[src/rtl/sgpr_load_writeback_if.sv]
// Bundles the request, memory-return and SGPR destination signals of the
// SGPR load writeback unit. The slave modport is the writeback unit itself.
interface sgpr_load_writeback_if #(
  parameter int ADDR_W = 9,
  parameter int WFID_W = 6
);
  logic              req_valid;
  logic              req_ready;
  logic [ADDR_W-1:0] req_addr;
  logic [4:0]        req_dwords;
  logic [WFID_W-1:0] req_wfid;

  logic              mem_rsp_valid;
  logic              mem_rsp_ready;
  logic [31:0]       mem_rsp_data;

  logic [ADDR_W-1:0] lsu_dest_addr;
  logic [127:0]      lsu_dest_data;
  logic [3:0]        lsu_dest_wr_en;
  logic              lsu_instr_done;
  logic [WFID_W-1:0] lsu_instr_done_wfid;

  modport master (
    output req_valid, req_addr, req_dwords, req_wfid,
    output mem_rsp_valid, mem_rsp_data,
    input  req_ready, mem_rsp_ready,
    input  lsu_dest_addr, lsu_dest_data, lsu_dest_wr_en,
    input  lsu_instr_done, lsu_instr_done_wfid
  );

  modport slave (
    input  req_valid, req_addr, req_dwords, req_wfid,
    input  mem_rsp_valid, mem_rsp_data,
    output req_ready, mem_rsp_ready,
    output lsu_dest_addr, lsu_dest_data, lsu_dest_wr_en,
    output lsu_instr_done, lsu_instr_done_wfid
  );
endinterface

[src/rtl/sgpr_load_writeback.sv]
// Return-side SGPR writer: collects scalar-load return dwords, writes them to
// the SGPR file in groups of up to four lanes, then signals completion.
module sgpr_load_writeback #(
  parameter int MAX_DWORDS = 16,
  parameter int ADDR_W     = 9,
  parameter int WFID_W     = 6
) (
  input  logic                  clk,
  input  logic                  rst,
  input  logic                  flush,
  sgpr_load_writeback_if.slave  bus
);

  typedef enum logic [1:0] {
    IDLE    = 2'd0,
    COLLECT = 2'd1,
    WRITE   = 2'd2,
    DONE    = 2'd3
  } state_t;

  state_t state, state_next;

  logic [ADDR_W-1:0] base_addr;
  logic [WFID_W-1:0] wfid_q;
  logic [4:0]        count;
  logic [4:0]        consumed;
  logic [2:0]        idx;
  logic [2:0]        group;
  logic [3:0][31:0]  lanes;

  logic [ADDR_W-1:0] dest_addr;
  logic [127:0]      dest_data;
  logic [3:0]        dest_wr_en;
  logic              instr_done;
  logic [WFID_W-1:0] done_wfid;

  logic       accept;
  logic       beat_fire;
  logic       group_last;
  logic       more_left;
  logic [4:0] req_count;
  logic [3:0] wr_mask;

  // Ready is held low during reset so every output reads 0 while rst is asserted.
  assign bus.req_ready     = rst && !flush && (state == IDLE);
  assign bus.mem_rsp_ready = (state == COLLECT);

  assign accept    = bus.req_valid && bus.req_ready;
  assign beat_fire = (state == COLLECT) && bus.mem_rsp_valid;
  assign more_left = (consumed != count);
  assign req_count = (bus.req_dwords > 5'(MAX_DWORDS)) ? 5'(MAX_DWORDS) : bus.req_dwords;

  assign bus.lsu_dest_addr       = dest_addr;
  assign bus.lsu_dest_data       = dest_data;
  assign bus.lsu_dest_wr_en      = dest_wr_en;
  assign bus.lsu_instr_done      = instr_done;
  assign bus.lsu_instr_done_wfid = done_wfid;

  always_ff @(posedge clk or negedge rst) begin
    if (!rst) state <= IDLE;
    else      state <= state_next;
  end

  always_comb begin
    state_next = state;
    group_last = 1'b0;
    wr_mask    = 4'b0000;

    case (idx)
      3'd1:    wr_mask = 4'b0001;
      3'd2:    wr_mask = 4'b0011;
      3'd3:    wr_mask = 4'b0111;
      3'd4:    wr_mask = 4'b1111;
      default: wr_mask = 4'b0000;
    endcase

    // A group closes when lane 3 fills or the request runs out of dwords.
    if (beat_fire && ((idx == 3'd3) || (consumed + 5'd1 == count)))
      group_last = 1'b1;

    case (state)
      IDLE: begin
        if (accept) state_next = (req_count == 5'd0) ? DONE : COLLECT;
      end
      COLLECT: begin
        if (group_last) state_next = WRITE;
      end
      WRITE: begin
        state_next = more_left ? COLLECT : DONE;
      end
      DONE: begin
        state_next = IDLE;
      end
      default: state_next = IDLE;
    endcase

    if (flush) state_next = IDLE;
  end

  always_ff @(posedge clk or negedge rst) begin
    if (!rst) begin
      base_addr  <= '0;
      wfid_q     <= '0;
      count      <= '0;
      consumed   <= '0;
      idx        <= '0;
      group      <= '0;
      lanes      <= '0;
      dest_addr  <= '0;
      dest_data  <= '0;
      dest_wr_en <= '0;
      instr_done <= 1'b0;
      done_wfid  <= '0;
    end else begin
      dest_wr_en <= '0;
      instr_done <= 1'b0;

      if (flush) begin
        consumed <= '0;
        idx      <= '0;
        group    <= '0;
        lanes    <= '0;
      end else begin
        case (state)
          IDLE: begin
            if (accept) begin
              base_addr <= bus.req_addr;
              wfid_q    <= bus.req_wfid;
              count     <= req_count;
              consumed  <= '0;
              idx       <= '0;
              group     <= '0;
              lanes     <= '0;
            end
          end
          COLLECT: begin
            if (beat_fire) begin
              lanes[idx[1:0]] <= bus.mem_rsp_data;
              idx             <= idx + 3'd1;
              consumed        <= consumed + 5'd1;
            end
          end
          WRITE: begin
            // Lanes are cleared after each write, so unfilled lanes go out as zero.
            dest_addr  <= base_addr + ADDR_W'({group, 2'b00});
            dest_data  <= lanes;
            dest_wr_en <= wr_mask;
            lanes      <= '0;
            idx        <= '0;
            if (more_left) group <= group + 3'd1;
          end
          DONE: begin
            instr_done <= 1'b1;
            done_wfid  <= wfid_q;
          end
          default: ;
        endcase
      end
    end
  end

endmodule

[src/flat_wrapper.sv]
// flat-port wrapper written by rule: the top's interface ports become plain ports
module sgpr_load_writeback_flat 
#(
  parameter int MAX_DWORDS = 16,
  parameter int ADDR_W     = 9,
  parameter int WFID_W     = 6
)
  (clk, rst, flush, bus_req_valid, bus_req_addr, bus_req_dwords, bus_req_wfid, bus_mem_rsp_valid, bus_mem_rsp_data, bus_req_ready, bus_mem_rsp_ready, bus_lsu_dest_addr, bus_lsu_dest_data, bus_lsu_dest_wr_en, bus_lsu_instr_done, bus_lsu_instr_done_wfid);
  sgpr_load_writeback_if #(.ADDR_W(ADDR_W), .WFID_W(WFID_W)) bus_i ();
  input  logic clk;
  input  logic rst;
  input  logic flush;
  input wire logic [$bits(bus_i.req_valid)-1:0] bus_req_valid;
  input wire logic [$bits(bus_i.req_addr)-1:0] bus_req_addr;
  input wire logic [$bits(bus_i.req_dwords)-1:0] bus_req_dwords;
  input wire logic [$bits(bus_i.req_wfid)-1:0] bus_req_wfid;
  input wire logic [$bits(bus_i.mem_rsp_valid)-1:0] bus_mem_rsp_valid;
  input wire logic [$bits(bus_i.mem_rsp_data)-1:0] bus_mem_rsp_data;
  output wire logic [$bits(bus_i.req_ready)-1:0] bus_req_ready;
  output wire logic [$bits(bus_i.mem_rsp_ready)-1:0] bus_mem_rsp_ready;
  output wire logic [$bits(bus_i.lsu_dest_addr)-1:0] bus_lsu_dest_addr;
  output wire logic [$bits(bus_i.lsu_dest_data)-1:0] bus_lsu_dest_data;
  output wire logic [$bits(bus_i.lsu_dest_wr_en)-1:0] bus_lsu_dest_wr_en;
  output wire logic [$bits(bus_i.lsu_instr_done)-1:0] bus_lsu_instr_done;
  output wire logic [$bits(bus_i.lsu_instr_done_wfid)-1:0] bus_lsu_instr_done_wfid;
  assign bus_i.req_valid = bus_req_valid;
  assign bus_i.req_addr = bus_req_addr;
  assign bus_i.req_dwords = bus_req_dwords;
  assign bus_i.req_wfid = bus_req_wfid;
  assign bus_i.mem_rsp_valid = bus_mem_rsp_valid;
  assign bus_i.mem_rsp_data = bus_mem_rsp_data;
  assign bus_req_ready = bus_i.req_ready;
  assign bus_mem_rsp_ready = bus_i.mem_rsp_ready;
  assign bus_lsu_dest_addr = bus_i.lsu_dest_addr;
  assign bus_lsu_dest_data = bus_i.lsu_dest_data;
  assign bus_lsu_dest_wr_en = bus_i.lsu_dest_wr_en;
  assign bus_lsu_instr_done = bus_i.lsu_instr_done;
  assign bus_lsu_instr_done_wfid = bus_i.lsu_instr_done_wfid;
  sgpr_load_writeback #(.MAX_DWORDS(MAX_DWORDS), .ADDR_W(ADDR_W), .WFID_W(WFID_W)) u_core (.clk(clk), .rst(rst), .flush(flush), .bus(bus_i));
endmodule
[config.mk]
export PLATFORM = sky130hd
export DESIGN_NAME = sgpr_load_writeback_flat
export DESIGN_NICKNAME = d
export VERILOG_FILES = /design/src/rtl/sgpr_load_writeback_if.sv /design/src/rtl/sgpr_load_writeback.sv /design/src/flat_wrapper.sv
export SDC_FILE = /design/constraint.sdc
export NUM_CORES = 1
export LEC_CHECK = 0
export CAP_MARGIN = 20
export CORE_AREA = 5 5 148 292
export CTS_BUF_LIST = sky130_fd_sc_hd__clkbuf_8
export DETAILED_ROUTE_END_ITERATION = 6
export DIE_AREA = 0 0 153 297
export GPL_ROUTABILITY_DRIVEN = 0
export HOLD_SLACK_MARGIN = 0.08
export PLACE_DENSITY = 0.53
export SYNTH_ARGS = -nofsm -noshare
export SYNTH_HDL_FRONTEND = slang
export SYNTH_SLANG_ARGS = --single-unit
[constraint.sdc]
create_clock -name clk -period 3 [get_ports clk]
set_clock_uncertainty 0.15 [all_clocks]
set_input_delay 0.9 -clock clk [delete_from_list [all_inputs] [get_ports clk]]
set_output_delay 0.9 -clock clk [all_outputs]
set_load 0.005 [all_outputs]
# [Yosys cells after proc, flatten, opt, wreduce, memory -nomap -nowiden]
# Index checks and enable logic that the tools add are counted.
[totals] regBits=309 latchBits=0 ramBits=0 mem_bits_ro=0 input_bits=57 out_inout_bits=150 elab_cells=88 n_memories=0
[classes] add_sub_neg=4 mul=0 div=0 magnitude_cmp=3 eq_ne=13 shift=0 n_mux=31 n_bitwise=1 reduce_logical=20
[ops] op="$mux 128" n=3
[ops] op="$pmux 128 s3" n=1
[ops] op="$bwmux 128" n=1
[ops] op="$demux 32 s2" n=1
[ops] op="$mux 32" n=1
[ops] op="$mux 5" n=4
[ops] op="$pmux 4 s4" n=1
[ops] op="$mux 3" n=5
[ops] op="$ne 3x2->1 const B" n=4
[ops] op="$reduce_and 3->1" n=4
[ops] op="$mux 2" n=5
[ops] op="$pmux 5 s2" n=1
[ops] op="$add 9x5->9" n=1
[ops] op="$pmux 3 s3" n=1
[ops] op="$mux 4" n=2
[ops] op="$pmux 2 s4" n=1
[ops] op="$add 3x1->3 const B" n=2
[ops] op="$eq 3x2->1 const B" n=2
[ops] op="$logic_and 1x1->1" n=6
[ops] op="$pmux 3 s2" n=1
[ops] op="$reduce_and 2->1" n=3
[ops] op="$reduce_bool 3->1" n=2
[ops] op="$add 5x1->5 const B" n=1
[ops] op="$eq 5x5->1" n=1
[ops] op="other kinds (15)" n=18

# [Depth between registers and ports, before layout]
# Gate-level depths: netlist (run 1).
[depth] depth_word=8 mapped_depth=8

# [Worst setup path before layout (run 1)]
# No wires, ideal clock.
[synth_timing] kind="in2out" startpoint="input port flush" endpoint="output port bus_req_ready" t_arrival_ns=1.318 required_ns=1.950 setup_slack_ns=0.632 path_stages=2 cell_sequence="buf_2 > nor4b_4"
[synth_via] elab_chain_cells=3
[synth_lines] element="start: declaration" line="flat_wrapper.sv:12" source="input logic flush;"
[synth_lines] element="$logic_not 1->1" line="sgpr_load_writeback.sv:45" source="assign bus.req_ready = rst && !flush && (state == IDLE);"
[synth_lines] element="$logic_and 1x1->1 (2 in a row)" line="sgpr_load_writeback.sv:45"
[synth_lines] element="end: declaration" line="flat_wrapper.sv:19" source="output wire logic [$bits(bus_i.req_ready)-1:0] bus_req_ready;"
# No other way between the ends.

# [Final worst setup path (run 1)]
# Same ends and word-level chain as after synthesis.

==> results.sh, run 1 <==
export IMPL_maxSlewHeadroom_pct=43.4
export IMPL_required_ns=1.95
export IMPL_outcome="complete, no violations"
export IMPL_path_max_fanout=2
export IMPL_min_period_ns=2.86
export IMPL_fp_row_count=105
export IMPL_synth_seq_area_share_pct=64.1
export IMPL_grt_pass1_vias=9311
export IMPL_drive_above_1_share_pct=11.2
export IMPL_syn_nets=1142
export IMPL_wl_per_cell_um=18.0
export IMPL_drc=0
export IMPL_grt_max_degree=110
export IMPL_synthArstFlopShare_pct=100
export IMPL_num_io_pins=207
export IMPL_areaGrowthSynthToFinish_pct=31.5
export IMPL_slew_viol_final=0
export IMPL_fmax_ghz=0.350
export IMPL_hold_class="in2async"
export IMPL_setup_viol=0
export IMPL_place_hpwl_um=22500
export IMPL_syn_inst=1074
export IMPL_first_pass_iters=4
export IMPL_synth_ff_type="dfrtp_1"
export IMPL_crit_path_cell_trace="clkdlybuf4s50_1, nor4b_4, clkbuf_2"
export IMPL_grt_pass1_wl_um=54200
export IMPL_die_area_um2=45400
export IMPL_ant_nets=0
export IMPL_tightest_slew_ns=0.849
export IMPL_critPathBufInv=2
export IMPL_synth_cell_type_count=52
export IMPL_cts_root_buf="clkbuf_8"
export IMPL_cts_sinks=309
export IMPL_grt_usage_pct=14.7
export IMPL_p_leak_nw=7.80
export IMPL_post_dp_cell_area_um2=14900
export IMPL_clockBufferDepth=3
export IMPL_cts_made_buffers=46
export IMPL_slowest_stage="clkdlybuf4s50_1"
export IMPL_ir_drop_uv=367
export IMPL_cts_hold_buf=0
export IMPL_diodes=0
export IMPL_cts_tree="yes"
export IMPL_arrival_ns=1.81
export IMPL_dr_total_vias=8722
export IMPL_portBuffers=206
export IMPL_cp_end_kind="output port"
export IMPL_start_util_pct=29.6
export IMPL_slowest_delay_ns=0.46
export IMPL_ys_ff_latch=309
export IMPL_worstSetupStartpoint="flush"
export IMPL_nets=1362
export IMPL_start_kind="input port"
export IMPL_synth_edff_count=0
export IMPL_clock_tree_htree_level_count=2
export IMPL_n_fill_cell=3966
export IMPL_fp_dieW_um=153
export IMPL_synth_cell_area_um2=12100
export IMPL_rsz0062_at_grt="false"
export IMPL_whs_ns=0.214
export IMPL_die_h_um=297
export IMPL_hold_viol=0
export IMPL_drt_vias_per_instance=4.69
export IMPL_drv_cap=0
export IMPL_drt_iter0_markers=464
export IMPL_design_area_um2=15900
export IMPL_antenna_found_initial=0
export IMPL_period_share_pct=95.3
export IMPL_clk_pin_slew_ns=0.06
export IMPL_cp_top_family="buffers and inverters"
export IMPL_clock_latency_ns=0.56
export IMPL_synth_warnings=0
export IMPL_setup_slack_ns=0.140
export IMPL_routed_wl_um=33600
export IMPL_pre_cts_slack_ns=-0.250
export IMPL_p_per_area_nw_per_um2=608
export IMPL_r2r_start="u_core.state[0]"
export IMPL_synth_avg_cell_area_um2=11.2
export IMPL_setup_worst_path_class="in2out"
export IMPL_setup_tns_ns=0
export IMPL_core_area_um2=40700
export IMPL_overflow=0
[placed cells by master, fill, tap and decap left out, types with 6 or more instances in the layout]
master and instances:
a21oi_1 9, a22o_1 125, buf_12 15, buf_4 18, clkbuf_8 63, clkdlybuf4s50_1 204
clkinv_2 7, dfrtp_1 308, ha_1 10, inv_1 21, mux2_2 22, nand2_1 412
nand3_1 7, nor3_1 6, o21ai_0 16, xor2_1 10
[state kept, by name, indices dropped and copies added (netlist names), 2 cells and up]
| register | cells |
|---|---|
| u_core.bus.lsu_instr_done_wfid | 6 |
| u_core.idx | 3 |
| u_core.bus.lsu_dest_data | 128 |
| u_core.wfid_q | 6 |
| u_core.base_addr | 9 |
| u_core.group | 3 |
| u_core.consumed | 5 |
| u_core.bus.lsu_dest_addr | 9 |
| u_core.lanes | 128 |
| u_core.bus.lsu_dest_wr_en | 4 |
| u_core.count | 5 |
| u_core.state | 2 |
[worst paths after layout]
kind / endpoint / slack (ns) / depth (start not counted)
min in group clk: u_core.bus.lsu_dest_data[117] / 0.31 / 2
worst max-delay path: bus_req_ready / 0.14 / 3
worst min-delay path: u_core.lanes[45] / 0.21 / 2
worst min register to register: u_core.bus.lsu_dest_data[117] / 0.31 / 2
worst max register to register: u_core.lanes[39] / 0.79 / 5
max in group asynchronous: u_core.bus.lsu_dest_data[51] / 1.22 / 3
[layer usage]
layer  part of all wire, %  global-route usage [%]  routed length, µm
met1                    47                    20.6              15600
met2                    45                    23.0              15300
met3                   5.9                    3.41               1990
met5                     0                       0                  0
met4                   2.0                    4.10                685
[where the power goes]
| part | total (W) | switching (W) | internal [W] |
|---|---|---|---|
| clock | 0.00375 | 0.00163 | 0.00212 |
| combinational | 0.00129 | 0.000657 | 0.000630 |
| sequential | 0.00461 | 0.000180 | 0.00443 |
[through the flow]
stage          instances  total power [W]  utilization, %
2_1_floorplan       1074          0.00528               -
6_report            1860          0.00964            39.0
3_3_place_gp        1780          0.00596            36.5
3_5_place_dp        1780          0.00600            36.5
5_1_grt             1860           0.0102            39.0
4_1_cts             1859          0.00984            39.0
[cells in the mapped netlist, types with 6 or more instances]
cell | n | area (µm²)
nand2_1 | 412 | 1550
inv_1 | 16 | 60.1
clkbuf_1 | 11 | 41.3
buf_2 | 39 | 195
a22o_1 | 125 | 1090
xor2_1 | 10 | 87.6
nor3_1 | 6 | 30.0
mux2_2 | 22 | 248
ha_1 | 10 | 125
nand3_1 | 7 | 35.0
a21oi_1 | 9 | 45.0
o21ai_0 | 16 | 80.1
buf_6 | 14 | 158
dfrtp_1 | 309 | 7730
[cell type report]
class | count | area (µm²) | share of cell area [%]
repair buffers | 239 | 2500 | 15.7
inverters | 16 | 60.1 | 0.378
multi-input cells | 682 | 3890 | 24.5
clock buffers | 63 | 867 | 5.46
well taps | 535 | 669 | 4.22
flip-flops and latches | 309 | 7730 | 48.7
clock inverters | 16 | 151 | 0.954
[timing repair]
action,CTS,global route
buffers inserted,0,1
setup endpoints to repair,1,2
gates resized for setup,1,3
cloned,0,0
pin swaps,0,1
[logic make-up after synthesis]
group           synth area share, %
mux                            2.30
flops                          64.1
fa+ha+maj                      1.20
simple gates                   15.5
compound gates                 12.3
xor+xnor                      0.798
buf+inv                        3.86
Note: power is estimated with default switching activity, not from simulation.
==> run 2: changes to the inputs <==
--- a/config.mk
+++ b/config.mk
@@ -8,6 +8,7 @@
 export CAP_MARGIN = 20
 export CORE_AREA = 5 5 148 292
 export CTS_BUF_LIST = sky130_fd_sc_hd__clkbuf_8
+export CTS_CLUSTER_SIZE = 28
 export DETAILED_ROUTE_END_ITERATION = 6
 export DIE_AREA = 0 0 153 297
 export GPL_ROUTABILITY_DRIVEN = 0
==> results of run 2 <==
The final DEF is identical to that of run 1; final timing and power are the same.
